## config.mk

```make
export PLATFORM = sky130hd
export DESIGN_NAME = sound_dma_arb
export DESIGN_NICKNAME = d
export VERILOG_FILES = /design/src/rtl/sound_dma_pkg.sv /design/src/rtl/sound_dma_rr.sv /design/src/rtl/sound_dma_arb.sv
export SDC_FILE = /design/constraint.sdc
export NUM_CORES = 1
export LEC_CHECK = 0
export BUFFER_PORTS_ARGS = -buffer_cell sky130_fd_sc_hd__buf_2
export CORE_ASPECT_RATIO = 0.8
export CORE_UTILIZATION = 40
export CTS_BUF_LIST = sky130_fd_sc_hd__clkbuf_16
export CTS_CLUSTER_DIAMETER = 150
export DETAILED_ROUTE_END_ITERATION = 8
export PLACE_DENSITY = 0.78
export SYNTH_ARGS = -nofsm -noshare
export SYNTH_HDL_FRONTEND = slang
export SYNTH_HIERARCHICAL = 1
export SYNTH_SLANG_ARGS = --single-unit
```

## constraint.sdc

```tcl
create_clock -name clk -period 3.45 [get_ports clk]
set_clock_uncertainty 0.15 [all_clocks]
set_input_delay 0.8625 -clock clk [delete_from_list [all_inputs] [get_ports clk]]
set_output_delay 0.8625 -clock clk [all_outputs]
set_load 0.03 [all_outputs]
```

## src/rtl/sound_dma_pkg.sv

```systemverilog
// Shared types for the Sound Blaster DMA arbiter.
// Optional timeout/abort logic is enabled by SOUND_DMA_TIMEOUT_EN.
package sound_dma_pkg;

  localparam int BURST_W = 4;

  localparam logic CH1 = 1'b0;
  localparam logic CH5 = 1'b1;

  typedef enum logic [1:0] {
    IDLE  = 2'd0,
    GRANT = 2'd1,
    RECOV = 2'd2
  } state_e;

  typedef enum logic {
    RQ8  = 1'b0,
    RQ16 = 1'b1
  } rq_e;

  function automatic rq_e other(input rq_e r);
    return (r == RQ8) ? RQ16 : RQ8;
  endfunction

endpackage

```

## src/rtl/sound_dma_rr.sv

```systemverilog
// Two-way round-robin picker for the 8/16-bit DMA requesters.
// A requester keeps winning ties until it has used BURST_MAX grants in a row.
module sound_dma_rr
  import sound_dma_pkg::*;
#(
  parameter int BURST_MAX = 4
) (
  input  logic clk,
  input  logic rst,
  input  logic req8,
  input  logic req16,
  input  logic take,
  output rq_e  winner,
  output logic valid
);

  localparam logic [BURST_W-1:0] LIMIT = BURST_W'(BURST_MAX);

  rq_e               last_q, last_d;
  logic [BURST_W-1:0] cnt_q, cnt_d;

  assign valid = req8 | req16;

  always_comb begin
    winner = last_q;
    unique case ({req16, req8})
      2'b01:   winner = RQ8;
      2'b10:   winner = RQ16;
      2'b11:   winner = (cnt_q >= LIMIT) ? other(last_q) : last_q;
      default: winner = last_q;
    endcase
  end

  // Count saturates at the limit so a long solo run still yields on a tie.
  always_comb begin
    last_d = last_q;
    cnt_d  = cnt_q;
    if (take) begin
      last_d = winner;
      if (winner != last_q) begin
        cnt_d = BURST_W'(1);
      end else if (cnt_q < LIMIT) begin
        cnt_d = cnt_q + BURST_W'(1);
      end
    end
  end

  always_ff @(posedge clk or posedge rst) begin
    if (rst) begin
      last_q <= RQ8;
      cnt_q  <= '0;
    end else begin
      last_q <= last_d;
      cnt_q  <= cnt_d;
    end
  end

endmodule

```

## src/rtl/sound_dma_arb.sv

```systemverilog
// Sound Blaster DSP 8/16-bit DMA arbiter onto system channels 1 and 5.
// Define SOUND_DMA_TIMEOUT_EN to abort grants that never see dma_ack.
module sound_dma_arb
  import sound_dma_pkg::*;
#(
  parameter int BURST_MAX = 4,
  parameter int TIMEOUT   = 4096
) (
  input  logic        clk,
  input  logic        rst,
  input  logic        dma_16_en,
  input  logic        dsp_req8,
  input  logic        dsp_req16,
  output logic        dsp_ack8,
  output logic        dsp_ack16,
  output logic [15:0] dsp_readdata,
  input  logic [15:0] dsp_writedata,
  output logic        dma_req8,
  output logic        dma_req16,
  input  logic        dma_ack,
  input  logic [15:0] dma_readdata,
  output logic [15:0] dma_writedata,
  output logic        busy,
  output logic        err,
  input  logic        err_clr
);

  state_e      state_q, state_d;
  rq_e         winner, win_q;
  logic        valid;
  logic        take;
  logic        gnt_ack;
  logic        tmo_exp;
  logic        route_q;
  logic        ack8_q, ack16_q;
  logic [15:0] rdata_q, wdata_q;

  assign take    = (state_q == IDLE) && valid;
  assign gnt_ack = (state_q == GRANT) && dma_ack;

  sound_dma_rr #(
    .BURST_MAX(BURST_MAX)
  ) u_rr (
    .clk   (clk),
    .rst   (rst),
    .req8  (dsp_req8),
    .req16 (dsp_req16),
    .take  (take),
    .winner(winner),
    .valid (valid)
  );

`ifdef SOUND_DMA_TIMEOUT_EN
  logic [12:0] tmo_q;
  logic        err_q;

  // Ack in the expiry cycle takes priority over the abort.
  assign tmo_exp = (state_q == GRANT) && !dma_ack
                && (tmo_q == 13'(TIMEOUT - 1));
  assign err     = err_q;

  always_ff @(posedge clk or posedge rst) begin
    if (rst) begin
      tmo_q <= '0;
      err_q <= 1'b0;
    end else begin
      tmo_q <= (state_q == GRANT) ? tmo_q + 13'd1 : 13'd0;
      if (tmo_exp) begin
        err_q <= 1'b1;
      end else if (err_clr) begin
        err_q <= 1'b0;
      end
    end
  end
`else
  logic unused_cfg;
  assign unused_cfg = err_clr ^ (TIMEOUT == 0);
  assign tmo_exp    = 1'b0;
  assign err        = 1'b0;
`endif

  always_ff @(posedge clk or posedge rst) begin
    if (rst) begin
      state_q <= IDLE;
    end else begin
      state_q <= state_d;
    end
  end

  always_comb begin
    state_d = state_q;
    unique case (state_q)
      IDLE:    if (valid) state_d = GRANT;
      GRANT:   if (dma_ack || tmo_exp) state_d = RECOV;
      RECOV:   state_d = IDLE;
      default: state_d = IDLE;
    endcase
  end

  always_comb begin
    dma_req8  = 1'b0;
    dma_req16 = 1'b0;
    if (state_q == GRANT) begin
      dma_req8  = (route_q == CH1);
      dma_req16 = (route_q == CH5);
    end
    busy = (state_q != IDLE);
  end

  // Route is frozen at grant time; later dma_16_en changes wait for IDLE.
  always_ff @(posedge clk or posedge rst) begin
    if (rst) begin
      win_q   <= RQ8;
      route_q <= CH1;
      wdata_q <= '0;
      rdata_q <= '0;
      ack8_q  <= 1'b0;
      ack16_q <= 1'b0;
    end else begin
      if (take) begin
        win_q   <= winner;
        route_q <= (winner == RQ16 && dma_16_en) ? CH5 : CH1;
        wdata_q <= dsp_writedata;
      end
      if (gnt_ack) begin
        rdata_q <= dma_readdata;
      end
      ack8_q  <= gnt_ack && (win_q == RQ8);
      ack16_q <= gnt_ack && (win_q == RQ16);
    end
  end

  assign dsp_ack8      = ack8_q;
  assign dsp_ack16     = ack16_q;
  assign dsp_readdata  = rdata_q;
  assign dma_writedata = wdata_q;

endmodule

```

## Word level (Yosys, flattened, before mapping)

Index checks and enable logic that the tools add are counted.
Widths: inputs -> output; s select.

- Bits in registers: 42
- Bits of input ports: 39
- Output and inout bits: 38
- Word-level logic and storage cells: 42

- Add/subtract/negate cells: 1
- Magnitude comparators: 2
- Equal/unequal tests: 7
- Muxes and demuxes: 11
- Bitwise logic cells: 3
- Reductions and logical operators: 10

Operators by type and width:

| cell | count |
|---|---|
| $mux 4 | 2 |
| $logic_and 1x1->1 | 5 |
| $mux 1 | 5 |
| $add 4x1->4 const B | 1 |
| $eq 2x1->1 const B | 2 |
| $eq 2x2->1 const B | 2 |
| $ge 4x3->1 const B | 1 |
| $lt 4x3->1 const B | 1 |
| $mux 2 | 2 |
| $ne 2x2->1 const B | 2 |
| $pmux 2 s2 | 1 |
| $reduce_and 2->1 | 2 |
| $reduce_bool 2->1 | 2 |
| $pmux 1 s3 | 1 |
| $logic_not 2->1 | 1 |
| $not 1->1 | 2 |
| $ne 1x1->1 | 1 |
| $or 1x1->1 | 1 |

## Longest topological paths before layout

- Depth after elaboration: 6
- Gate-level depth with buffers: 7
- Depth with buffers taken out: 5

## By module

Netlist, hierarchy kept.

By module, submodules not included:

| module | instances | cells each | area an instance (um2) | seq. area each (um2) |
|---|---|---|---|---|
| sound_dma_arb | 1 | 93 | 1510.2 | 950.9 |
| sound_dma_rr | 1 | 26 | 274.0 | 125.1 |

## Worst setup path after synthesis

No wires, ideal clock.

- Path type: input -> register
- Start: input dsp_req16
- End: register u_rr.cnt_q[2]
- Data arrival time: 1.928 ns
- Data required time: 3.179 ns
- Slack: 1.251 ns
- Stages: 6
- Cell sequence: or2_2 nor3b_2 buf_6 buf_6 o2111a_1 a22o_1

RTL lines:

| item | RTL line | text |
|---|---|---|
| start: declaration | sound_dma_arb.sv:13 | `input logic dsp_req16,` |
| $or 1x1->1 | sound_dma_rr.sv:22 | `assign valid = req8 \| req16;` |
| $logic_and 1x1->1 | sound_dma_arb.sv:38 | `assign take = (state_q == IDLE) && valid;` |
| net take | sound_dma_arb.sv:31 | `logic take;` |
| $reduce_and 2->1 (no line) | - |  |
| end signal: assignment | sound_dma_rr.sv:54 | `cnt_q <= cnt_d;` |
| end: declaration | sound_dma_rr.sv:20 | `logic [BURST_W-1:0] cnt_q, cnt_d;` |

The timed path passes the listed nets, and every way through them passes these cells.
A chain may end at the register's enable or synchronous reset.

## Worst setup path in the final report

- Start: input dsp_req8
- End: register wdata_q[15] (netlist: dma_writedata[15])

- Longest elaborated chain between the ends: 2

RTL lines:

| item | RTL line | text |
|---|---|---|
| start: declaration | sound_dma_arb.sv:12 | `input logic dsp_req8,` |
| $or 1x1->1 | sound_dma_rr.sv:22 |  |
| net valid | sound_dma_arb.sv:30 | `logic valid;` |
| $logic_and 1x1->1 | sound_dma_arb.sv:38 |  |
| end signal: assignment | sound_dma_arb.sv:123 | `wdata_q <= dsp_writedata;` |
| end: declaration | sound_dma_arb.sv:36 | `logic [15:0] rdata_q, wdata_q;` |

The timed path passes the listed nets, and every way through them passes these cells.

==> results.json <==
{
  "multi_input_area_um2": 631,
  "gr-total-overflow": 0,
  "io_buffers": 74,
  "crit_path_cell_chain": "buf_2 -> or2_2 -> nor3b_4 -> buf_4 -> mux2_2",
  "worst_slack_after_detailed_placement_ns": 0.883,
  "numClockSinks": 43,
  "cp.arrival_ns": 2.25,
  "worst-path-buf-inv": 2,
  "die_width_um": 76.7,
  "timing_worst_setup_path_type": "input pin to register",
  "nets_final": 238,
  "route.detailed.vias_per_inst": 4.62,
  "timing.fmax_mhz": 447,
  "syn-mean-instance-area_um2": 15.0,
  "clkLatencyLatePin_ns": 0.28,
  "floorplan.die.height_um": 61.7,
  "syn-cell-area_mm2": 0.00178,
  "synth_nets": 159,
  "cts_tree": "built",
  "syn_inst": 119,
  "drive_above_1_share_pct": 61.8,
  "final_hold_viol_count": 0,
  "run_status": "completed",
  "synth.area.top_cells": "dfrtp_1 (60%), mux2_2 (17%), mux2_4 (5.9%)",
  "cts.htree.levels": 2,
  "setup_viol": 0,
  "clockBufferDepth": 2,
  "synth.ff_latch_count": 43,
  "rsz0062_at_grt": "no",
  "postLayoutSetupSlackWorst_ns": 1.21,
  "vias": 1183,
  "critical_path.max_fanout": 13,
  "postRouteAntennaNets": 0,
  "final.min_clock_period_ns": 2.24,
  "timing.critical_path.slowest_stage_cell": "nor3b_4",
  "boundaryPins": 77,
  "num-fill-cells": 366,
  "numPlacedInstances": 248,
  "cts-root-buf": "clkbuf_16",
  "cts.clk_slew.worst_paths_ns": 0.06,
  "design_area_mm2": 0.00234,
  "coreArea_mm2": 0.00423,
  "final_max_slew_viol_count": 0,
  "track_usage_pct": 15.1,
  "floorplan.initialDensity_pct": 42.2,
  "grt_max_degree": 39,
  "cpPeakStageDelay_ns": 0.45,
  "synth_most_common_cell": "dfrtp_1",
  "final_estimated_routing_congestion_in_global_placement": 0.688,
  "drt_first_pass_iters": 4,
  "design.die.area_mm2": 0.00473,
  "row_count": 21,
  "total_leakage_power_nw": 1.18,
  "endpoint_kind": "register",
  "drt_iter0_markers": 30,
  "antenna-diode-count": 0,
  "cts-buffers-inserted": 5,
  "synth.largest_area_cell": "dfrtp_1",
  "cellPowerDensity_mw_per_mm2": 1080,
  "grt_antenna_before_repair": 0,
  "cp-start-kind": "input pin",
  "syn2layout_area_growth_pct": 31.3,
  "synth-async-reset-ratio_pct": 100,
  "hold_ws_ns": 0.320,
  "finalSetupTns_ns": 0,
  "final_min_period_over_clock_period_pct": 64.8,
  "synth_commonest_cells": "dfrtp_1 (43), mux2_2 (27), mux2_4 (7)",
  "postPlaceCellArea_mm2": 0.00219,
  "cts_hold_repair.buffers": 0,
  "synth.lib_cells_used.distinct": 28,
  "place_hpwl_um": 2410,
  "grt_pass1_vias": 1163,
  "maximum_resistive_drop_on_vdd_mv": 0.596,
  "post_drt_wl_per_cell_um": 12.7,
  "cp.required_ns": 3.47,
  "routed_wirelength_um": 3240,
  "cts.repair.resized": 0,
  "route.detailed.drc": 0,
  "finish.cell_count_without_fillers": 256,
  "cts.repair_timing.setup_buffer_count": 0,
  "post-synth-top-area-fraction_pct": 60.3,
  "holdCritPathClass": "input pin to async pin",
  "timing.max_cap.violations": 0,
  "ff_latch_area_mm2": 0.00108,
  "synth_edf_count": 0,
  "seq_area_frac_synth_pct": 60.3,
  "postLayoutCoreUtil_pct": 55.4,
  "grt_pass1_wl_um": 5210,
  "timing.critical_path.max_delay_family": "simple AND/OR/NAND/NOR gates",
  "synth-main-ff-cell": "dfrtp_1",
  "post_route_total_power_mw": 2.53,
  "synth_warnings": 6
}
[cell families (layout without fill, tap and decap cells)]
kind of cell               Yosys count  after routing  synth area share, %
adders and majority gates            1              1                0.701
other                                1              1                0.210
DFF                                 43             43                 60.3
buffers and inverters               11             91                 4.70
AOI/OAI and AO/OA                   11             11                 4.49
muxes                               36             36                 24.1
and+or+nand+nor                     16             16                 5.54
[path summary, 6_finish.rpt]
kind,from,endpoint,slack [ns],cells past startpoint
worst min-delay path,rst,u_rr/cnt_q[0]$_DFFE_PP0P_,0.32,2
max in group asynchronous,rst,dma_writedata[3]$_DFFE_PP0P_,2.28,3
min in group clk,win_q$_DFFE_PP0P_,dsp_ack8$_DFF_PP0_,0.32,1
worst min register to register,win_q$_DFFE_PP0P_,dsp_ack8$_DFF_PP0_,0.32,1
worst max register to register,state_q[0]$_DFFE_PP0P_,dma_writedata[15]$_DFFE_PP0P_,1.59,3
worst max-delay path,dsp_req8,dma_writedata[15]$_DFFE_PP0P_,1.21,5
[sequential cells by signal (all words and copies together) (netlist names)]
register / count
win_q: 1
route_q: 1
dma_writedata: 16
u_rr/last_q: 1
dsp_ack8: 1
dsp_readdata: 16
dsp_ack16: 1
state_q: 2
u_rr/cnt_q: 4
[routing by layer]
metal | share of wire, % | track usage, % | vias up
met5 | 0 | 0 | -
met4 | 1.9 | 9.07 | 0
met3 | 7.5 | 5.69 | 7
met2 | 47 | 25.0 | 38
met1 | 44 | 17.3 | 570
li1 | - | - | 568
[cell type report]
class                           instances  area share, %
Clock inverter                          3           1.01
Multi-Input combinational cell         65           26.9
Inverter                                6          0.962
Clock buffer                            5           5.34
Timing Repair Buffer                   77           16.8
Tap cell                               57           3.04
Sequential cell                        43           45.9
[layout by cell type (no fill, tap or decap), drive strengths merged]
master / instances
a21boi: 1
a22o: 2
nor3b: 3
o2111a: 1
a31oi: 1
inv: 7
o21ai: 2
ha: 1
conb: 1
mux2: 34
nand2: 3
mux2i: 2
nor2: 3
nand2b: 1
or3b: 1
or2b: 1
clkinvlp: 2
nand3b: 1
a2bb2oi: 1
a31o: 1
and2: 1
buf: 77
or2: 2
dfrtp: 43
a21oi: 2
clkbuf: 5
[where the power goes]
part | total [mW] | leakage, nW | switching, mW | internal, mW
sequential | 0.875 | 0.517 | 0.132 | 0.744
clock | 0.468 | 0.0664 | 0.197 | 0.270
combinational | 1.19 | 0.596 | 0.715 | 0.475
Note: power is estimated with default switching activity, not from simulation.
